File: config.mk
export PLATFORM = sky130hd
export DESIGN_NAME = uart_tx_arbiter
export DESIGN_NICKNAME = d
export VERILOG_FILES = /design/src/rtl/uart_tx_arbiter.sv
export SDC_FILE = /design/constraint.sdc
export NUM_CORES = 1
export LEC_CHECK = 0
export BUFFER_PORTS_ARGS = -buffer_cell sky130_fd_sc_hd__buf_4
export CAP_MARGIN = 20
export CORE_UTILIZATION = 45
export DETAILED_ROUTE_END_ITERATION = 8
export GPL_ROUTABILITY_DRIVEN = 1
export GPL_TIMING_DRIVEN = 0
export HOLD_SLACK_MARGIN = 0.1
export PLACE_DENSITY = 0.74
export RECOVER_POWER = 100
export SLEW_MARGIN = 20
export SYNTH_ARGS = -nofsm -noshare
export SYNTH_HDL_FRONTEND = slang
export SYNTH_SLANG_ARGS = --single-unit
File: constraint.sdc
create_clock -name clk_i -period 5.1 [get_ports clk_i]
set_input_delay 1.02 -clock clk_i [delete_from_list [all_inputs] [get_ports clk_i]]
set_output_delay 1.02 -clock clk_i [all_outputs]
set_load 0.1 [all_outputs]
File: src/rtl/uart_tx_arbiter.sv
// Round-robin, line-granular arbiter that shares one UART TX byte stream among NUM_REQ requesters.
// The owner is locked until it sends EOL_CHAR or idles for LOCK_TIMEOUT cycles; data path is combinational.
module uart_tx_arbiter #(
  parameter int unsigned NUM_REQ      = 4,
  parameter int unsigned LOCK_TIMEOUT = 1024,
  parameter logic [7:0]  EOL_CHAR     = 8'h0A
) (
  input  logic                 clk_i,
  input  logic                 rst_ni,
  input  logic [NUM_REQ-1:0]   req_valid_i,
  input  logic [NUM_REQ*8-1:0] req_data_i,
  output logic [NUM_REQ-1:0]   req_ready_o,
  output logic                 tx_valid_o,
  output logic [7:0]           tx_data_o,
  input  logic                 tx_ready_i,
  output logic [NUM_REQ-1:0]   grant_o,
  output logic                 busy_o,
  output logic                 timeout_o
);

  localparam int unsigned IW = $clog2(NUM_REQ);
  localparam int unsigned CW = $clog2(LOCK_TIMEOUT);
  localparam logic [CW-1:0] CNT_MAX = CW'(LOCK_TIMEOUT - 1);

  typedef enum logic {IDLE, LOCKED} state_e;

  state_e             state_q, state_d;
  logic [IW-1:0]      owner_q, owner_d;
  logic [IW-1:0]      last_q, last_d;
  logic [NUM_REQ-1:0] grant_q, grant_d;
  logic [CW-1:0]      cnt_q, cnt_d;
  logic               timeout_q, timeout_d;

  logic [IW-1:0]      pick;
  logic               pick_vld;
  logic [IW-1:0]      cand;
  int                 idx;
  logic               xfer;

  // Scan starts just after the previous owner so every requester gets a turn per round.
  always_comb begin
    pick     = '0;
    pick_vld = 1'b0;
    cand     = '0;
    idx      = 0;
    for (int k = 1; k <= int'(NUM_REQ); k++) begin
      idx  = (int'(last_q) + k) % int'(NUM_REQ);
      cand = IW'(idx);
      if (!pick_vld && req_valid_i[cand]) begin
        pick     = cand;
        pick_vld = 1'b1;
      end
    end
  end

  always_comb begin
    state_d     = state_q;
    owner_d     = owner_q;
    last_d      = last_q;
    grant_d     = grant_q;
    cnt_d       = cnt_q;
    timeout_d   = 1'b0;
    tx_valid_o  = 1'b0;
    tx_data_o   = 8'h00;
    req_ready_o = '0;
    xfer        = 1'b0;
    case (state_q)
      IDLE: begin
        if (pick_vld) begin
          state_d       = LOCKED;
          owner_d       = pick;
          grant_d       = '0;
          grant_d[pick] = 1'b1;
          cnt_d         = '0;
        end
      end
      LOCKED: begin
        tx_valid_o           = req_valid_i[owner_q];
        tx_data_o            = tx_valid_o ? req_data_i[{owner_q, 3'b000} +: 8] : 8'h00;
        req_ready_o[owner_q] = tx_ready_i;
        xfer                 = tx_valid_o & tx_ready_i;
        if (xfer) begin
          cnt_d = '0;
          if (tx_data_o == EOL_CHAR) begin
            state_d = IDLE;
            last_d  = owner_q;
            grant_d = '0;
          end
        end else if (!req_valid_i[owner_q]) begin
          // Only an idle owner ages the lock; a stalled sink never forces release.
          if (cnt_q == CNT_MAX) begin
            state_d   = IDLE;
            last_d    = owner_q;
            grant_d   = '0;
            cnt_d     = '0;
            timeout_d = 1'b1;
          end else begin
            cnt_d = cnt_q + 1'b1;
          end
        end
      end
      default: state_d = IDLE;
    endcase
  end

  always_ff @(posedge clk_i or negedge rst_ni) begin
    if (!rst_ni) begin
      state_q   <= IDLE;
      owner_q   <= '0;
      last_q    <= IW'(NUM_REQ - 1);
      grant_q   <= '0;
      cnt_q     <= '0;
      timeout_q <= 1'b0;
    end else begin
      state_q   <= state_d;
      owner_q   <= owner_d;
      last_q    <= last_d;
      grant_q   <= grant_d;
      cnt_q     <= cnt_d;
      timeout_q <= timeout_d;
    end
  end

  assign grant_o   = grant_q;
  assign busy_o    = (state_q == LOCKED);
  assign timeout_o = timeout_q;

endmodule

## Word-level counts from Yosys, hierarchy flattened

Index checks and enable logic that the tools add are counted.

- Output and inout bits: 19
- Register bits: 20
- Bits of input ports: 39
- Logic and storage cells: 95

- Mux-type cells: 51
- Shift operators: 1
- Eq/ne operators: 8
- Add/sub/neg operators: 5
- Order comparisons: 8
- Bitwise gates (word level): 3
- Reduce and logical (&&, ||, !) cells: 13

Operators with widths:

| cell | number |
|---|---|
| 2-to-1 mux 10 bit | 4 |
| variable part select 32 x 6 -> 8 bit | 1 |
| 2-to-1 mux 4 bit | 6 |
| 2-to-1 mux 1 bit | 21 |
| one-hot mux 10 bit (2 select lines) | 1 |
| < comparator 2 x 3 -> 1 bit (second input constant) | 6 |
| 2-to-1 mux 2 bit | 8 |
| 2-to-1 mux 8 bit | 2 |
| adder 10 x 1 -> 10 bit (second input constant) | 1 |
| binary-select mux 1 bit (select 2 bit) | 5 |
| equality test 10 bit (second input constant) | 1 |
| equality test 8 x 4 -> 1 bit (second input constant) | 1 |
| one-hot mux 4 bit (2 select lines) | 1 |
| AND reduction 4 bit | 2 |
| inequality test 3 x 2 -> 1 bit (second input constant) | 2 |
| logical AND 1 bit | 5 |
| adder 2 x 1 -> 2 bit (second input constant) | 2 |
| adder 2 bit (second input constant) | 2 |
| AND 4 bit | 1 |
| demux 1 bit (select 2 bit) | 2 |
| >= comparator 2 x 1 -> 1 bit (second input constant) | 2 |
| inequality test 2 x 1 -> 1 bit (second input constant) | 2 |
| AND reduction 2 bit | 2 |
| zero test 1 bit | 3 |
| other kinds (6) | 6 |

## Depth between registers and ports, before layout

- Depth in word-level cells: 19
- Gate-level depth with buffers: 7

## Worst setup path before layout

OpenSTA, ideal clock, no wires.

- Kind: register to output
- Start: register state_q (netlist: busy_o)
- End: output port req_ready_o[0]
- Slack: 0.696 ns
- Required time: 4.080 ns
- Buffers on the path: 1
- Cell stages (with the launch flop): 4
- Data arrival time: 3.384 ns
- Cells stage by stage: dfrtp_1 buf_2 nand2_1 nor3_1

- Word-level cells in the longest chain between the ends: 1

RTL lines:

| item | RTL line | text |
|---|---|---|
| start: declaration | 27 | `state_e state_q, state_d;` |
| start signal: assignment | 115 | `state_q <= state_d;` |
| 2-to-1 mux 4 bit | 67 | `case (state_q)` |
| end: declaration | 12 | `output logic [NUM_REQ-1:0] req_ready_o,` |

No other way between the ends.

## Worst setup path in the final report

- Start: input port req_valid_i[3]
- End: output port tx_data_o[6]

- Word-level cells in the longest chain between the ends: 4

RTL lines:

| item | RTL line | text |
|---|---|---|
| start: declaration | 10 | `input logic [NUM_REQ-1:0] req_valid_i,` |
| binary-select mux 1 bit (select 2 bit) | 78 | `tx_valid_o = req_valid_i[owner_q];` |
| 2-to-1 mux 1 bit (implied by the code) | 78 |  |
| 2-to-1 mux 8 bit | 79 | `tx_data_o = tx_valid_o ? req_data_i[{owner_q, 3'b000} +: 8] : 8'h00;` |
| 2-to-1 mux 8 bit | 67 |  |
| end: declaration | 14 | `output logic [7:0] tx_data_o,` |

No other way between the ends. The select of a mux whose other input is x is not followed.

==> results by group <==
Timing
  – Count of final setup violators: 0
  – Transition time at the pin with the least slew margin: 1.21 ns
  – Final critical delay including setup and external delays: 4.01 ns
  – Fin. max-slew vios: 0
  – Final clock skew: 0.00518 ns
  – Unrepaired setup endpoints after global routing: false
  – Achievable clock frequency: 249 MHz
  – Period utilization: 78.7%
  – Max-slew headroom: 19.8%
  – Setup Total Neg Slack: 0 ns
  – Number of hold-slack violations in the final timing report: 0

Critical path
  – Most repeated library cell on the critical path: sky130_fd_sc_hd__clkbuf_1
  – Critical path arrival: 2.99 ns
  – Critical path class: input pin to output pin
  – Critical path, cell by cell: clkbuf_1 > mux4_2 > clkbuf_1 > and3_1 > clkbuf_1
  – Family of cells with the greatest summed delay on the critical path: buffers and inverters
  – Kind of start point of the critical path: input pin
  – Maximum fanout along the worst path: 10
  – Slowest cell on crit path: sky130_fd_sc_hd__clkbuf_1
  – Delay of the slowest cell on the worst path: 0.88 ns
  – Kind of end point of the critical path: output pin
  – Required time worst endpoint: 4.08 ns
  – Critical path buffer and inverter count: 3

Global route
  – Number of antenna violations at the first check in global routing: 0
  – First-pass GRT wire length: 6380 um
  – Total global routing overflow: 0
  – GRT Overall Usage: 24.9%
  – Vias in the first global route: 1,300
  – Largest net degree at the start of global routing: 21

Synth
  – Main combinational cell family by area after synthesis: simple AND/OR/NAND/NOR gates
  – Avg Synthesized Cell Area: 9.69 sq um
  – Adder-cell share of the synthesized area: 0.903%
  – Yosys cell types: 42
  – Mapped Area: 1390 sq um
  – Syn. warnings: 0
  – Multiplexer fraction of the synthesized cell area: 17.0%
  – Number of synthesized register bits: 20
  – Simple-gate share of the synthesized area: 26.3%
  – Count leader, synth: sky130_fd_sc_hd__nand2_1
  – XOR/XNOR share of the synthesized area: 0%
  – Most frequent cells after synthesis: 20 x sky130_fd_sc_hd__nand2_1, 18 x sky130_fd_sc_hd__dfrtp_1, 10 x sky130_fd_sc_hd__and3_1, 10 x sky130_fd_sc_hd__o21ai_0, 9 x sky130_fd_sc_hd__mux4_2
  – Synth Net Count: 183
  – Gate count after technology mapping: 143
  – Synth Flop Type: sky130_fd_sc_hd__dfrtp_1
  – Top cells by area, synth: sky130_fd_sc_hd__dfrtp_1 32%, sky130_fd_sc_hd__mux4_2 15%, sky130_fd_sc_hd__nand2_1 5.4%
  – Synthesized-area fraction occupied by ao, oa, aoi and oai cells: 15.2%
  – Area share of the largest cell type after synthesis: 32.5%
  – Fraction of synthesis flops using an asynchronous set or reset pin: 100%
  – Dominant cell type by area after synthesis: sky130_fd_sc_hd__dfrtp_1
  – Number of flops mapped to enable cells by yosys: 0
  – Register area share after synthesis: 36.3%

CTS
  – Root buffer cell: sky130_fd_sc_hd__clkbuf_4
  – Clock sink count: 20
  – Clk slew on worst S/H paths: 0.11 ns
  – H-Tree Depth: 1
  – Clk Latency, worst-skew pair: 0.31 ns
  – Post-CTS setup repair buffer count: 0
  – Number of gates given a new drive strength after cts: 0
  – Clock tree from TritonCTS: yes
  – Clock Tree Buf Depth: 2
  – Total clock buffers created by CTS: 3
  – Hold_buf cts: 0

Detailed routing
  – Routed length per placed instance: 16.3 um
  – First-iteration detailed-routing DRC count: 73
  – Final antenna-violating net count: 0
  – First drt pass iteration count: 4
  – Via count: 1,393
  – Aggregate routed wire length: 3830 um
  – Vias per cell: 5.93
  – DRC Markers: 0

Final layout
  – Reg area: 503 sq um
  – Area Growth Syn to Fin: 30.7%
  – Multi-input combinational cell area: 811 sq um
  – Antenna fix cells: 0
  – Final-stage net count: 245
  – Post-Layout Cell Count: 235
  – Filler Cells Inserted: 261
  – Layout cells sized above 1: 27.0%
  – Final core occ: 64.0%

Floorplanning
  – Floorplan die height: 57.5 um
  – Core Area: 2830 sq um
  – Floorplan die width: 57.5 um
  – Die ar.: 3310 sq um
  – Number of standard-cell rows in the floorplan: 19
  – Starting Density: 49.0%
  – I/O Pins: 58

Run status
  – Status: completed

Pwr
  – Power density over the cells: 691 nW/um^2
  – Sum of internal, switching and leakage power: 0.00125 W
  – Cell leakage power: 0.868 nW
  – Maximum resistive drop on vdd: 0.382 mV

Placed design
  – Final GP Congestion: 0.802
  – Cell Count Post-Placement: 231
  – Total of buffers placed on input and output ports: 57
  – HPWL reported at the end of detailed placement: 3040 um

Flow run
  – Reported max-cap violation count: 0

Min path
  – Worst min path class: flip-flop to flip-flop
layout make-up:
type                    instances  share of cell area, %
clock inverters                 1                   1.66
flip-flops and latches         20                   27.8
clock buffers                   3                   1.24
well taps                      31                   2.14
repair buffers                 57                   19.1
inverters                       5                   1.04
plain buffers                   7                   2.35
multi-input cells             111                   44.8
flip-flops by register name, indices dropped and copies added (netlist names):
name       cells
busy_o         1
last_q         2
grant_o        4
timeout_o      1
owner_q        2
cnt_q         10
cells by family (layout without fill, tap and decap cells):
| group | count (synthesis) | after routing |
|---|---|---|
| compound gates | 30 | 30 |
| fa+ha+maj | 1 | 1 |
| buf+inv | 12 | 73 |
| flops | 20 | 20 |
| mux | 12 | 12 |
| simple gates | 68 | 68 |
metrics by stage:
step / hold slack (ns) / setup slack, ns / instance area, sq um
floorplan: 0.473 / 0.696 / 1390
global placement: 0.478 / 1.73 / 1850
detailed placement: 0.475 / 1.71 / 1850
CTS: 0.512 / 1.71 / 1910
global route: 0.531 / 0.964 / 1810
finish: 0.504 / 1.09 / 1810
placed cells by master, fill, tap and decap left out, types with 5 or more instances in the layout:
cell                       instances
sky130_fd_sc_hd__nand3_1           5
sky130_fd_sc_hd__dfrtp_1          18
sky130_fd_sc_hd__nor3_1            6
sky130_fd_sc_hd__and3_1           11
sky130_fd_sc_hd__o21ai_0          12
sky130_fd_sc_hd__mux4_2            9
sky130_fd_sc_hd__nor2_1            7
sky130_fd_sc_hd__a21o_1            5
sky130_fd_sc_hd__nand2_1          20
sky130_fd_sc_hd__buf_4            35
sky130_fd_sc_hd__clkbuf_1         26
sky130_fd_sc_hd__inv_1             5
power breakdown:
part	internal (W)	switching [W]	leakage, nW
Combinational	0.000205	0.000676	0.584
Sequential	0.000202	0.0000379	0.256
Clock	0.0000795	0.0000514	0.0279
path summary, 6_finish.rpt:
| kind | start | end | slack, ns | depth (start not counted) |
|---|---|---|---|---|
| setup / recovery | req_valid_i[3] | tx_data_o[6] | 1.09 | 5 |
| hold / removal | grant_o[2] | grant_o[2] | 0.50 | 1 |
| setup reg to reg | owner_q[1] | grant_o[1] | 2.51 | 6 |
| hold reg to reg | grant_o[2] | grant_o[2] | 0.50 | 1 |
| max in group asynchronous | rst_ni | cnt_q[7] | 3.60 | 1 |
| min in group asynchronous | rst_ni | cnt_q[2] | 0.86 | 1 |
layer usage:
metal / share of wire [%] / track usage, % / vias to the layer above
li1: - / - / 662
met1: 42 / 33.1 / 692
met4: 0.26 / 3.14 / 0
met3: 3.6 / 4.99 / 2
met5: 0 / 0 / -
met2: 54 / 43.2 / 37
Power figures use the tool's default switching activity.
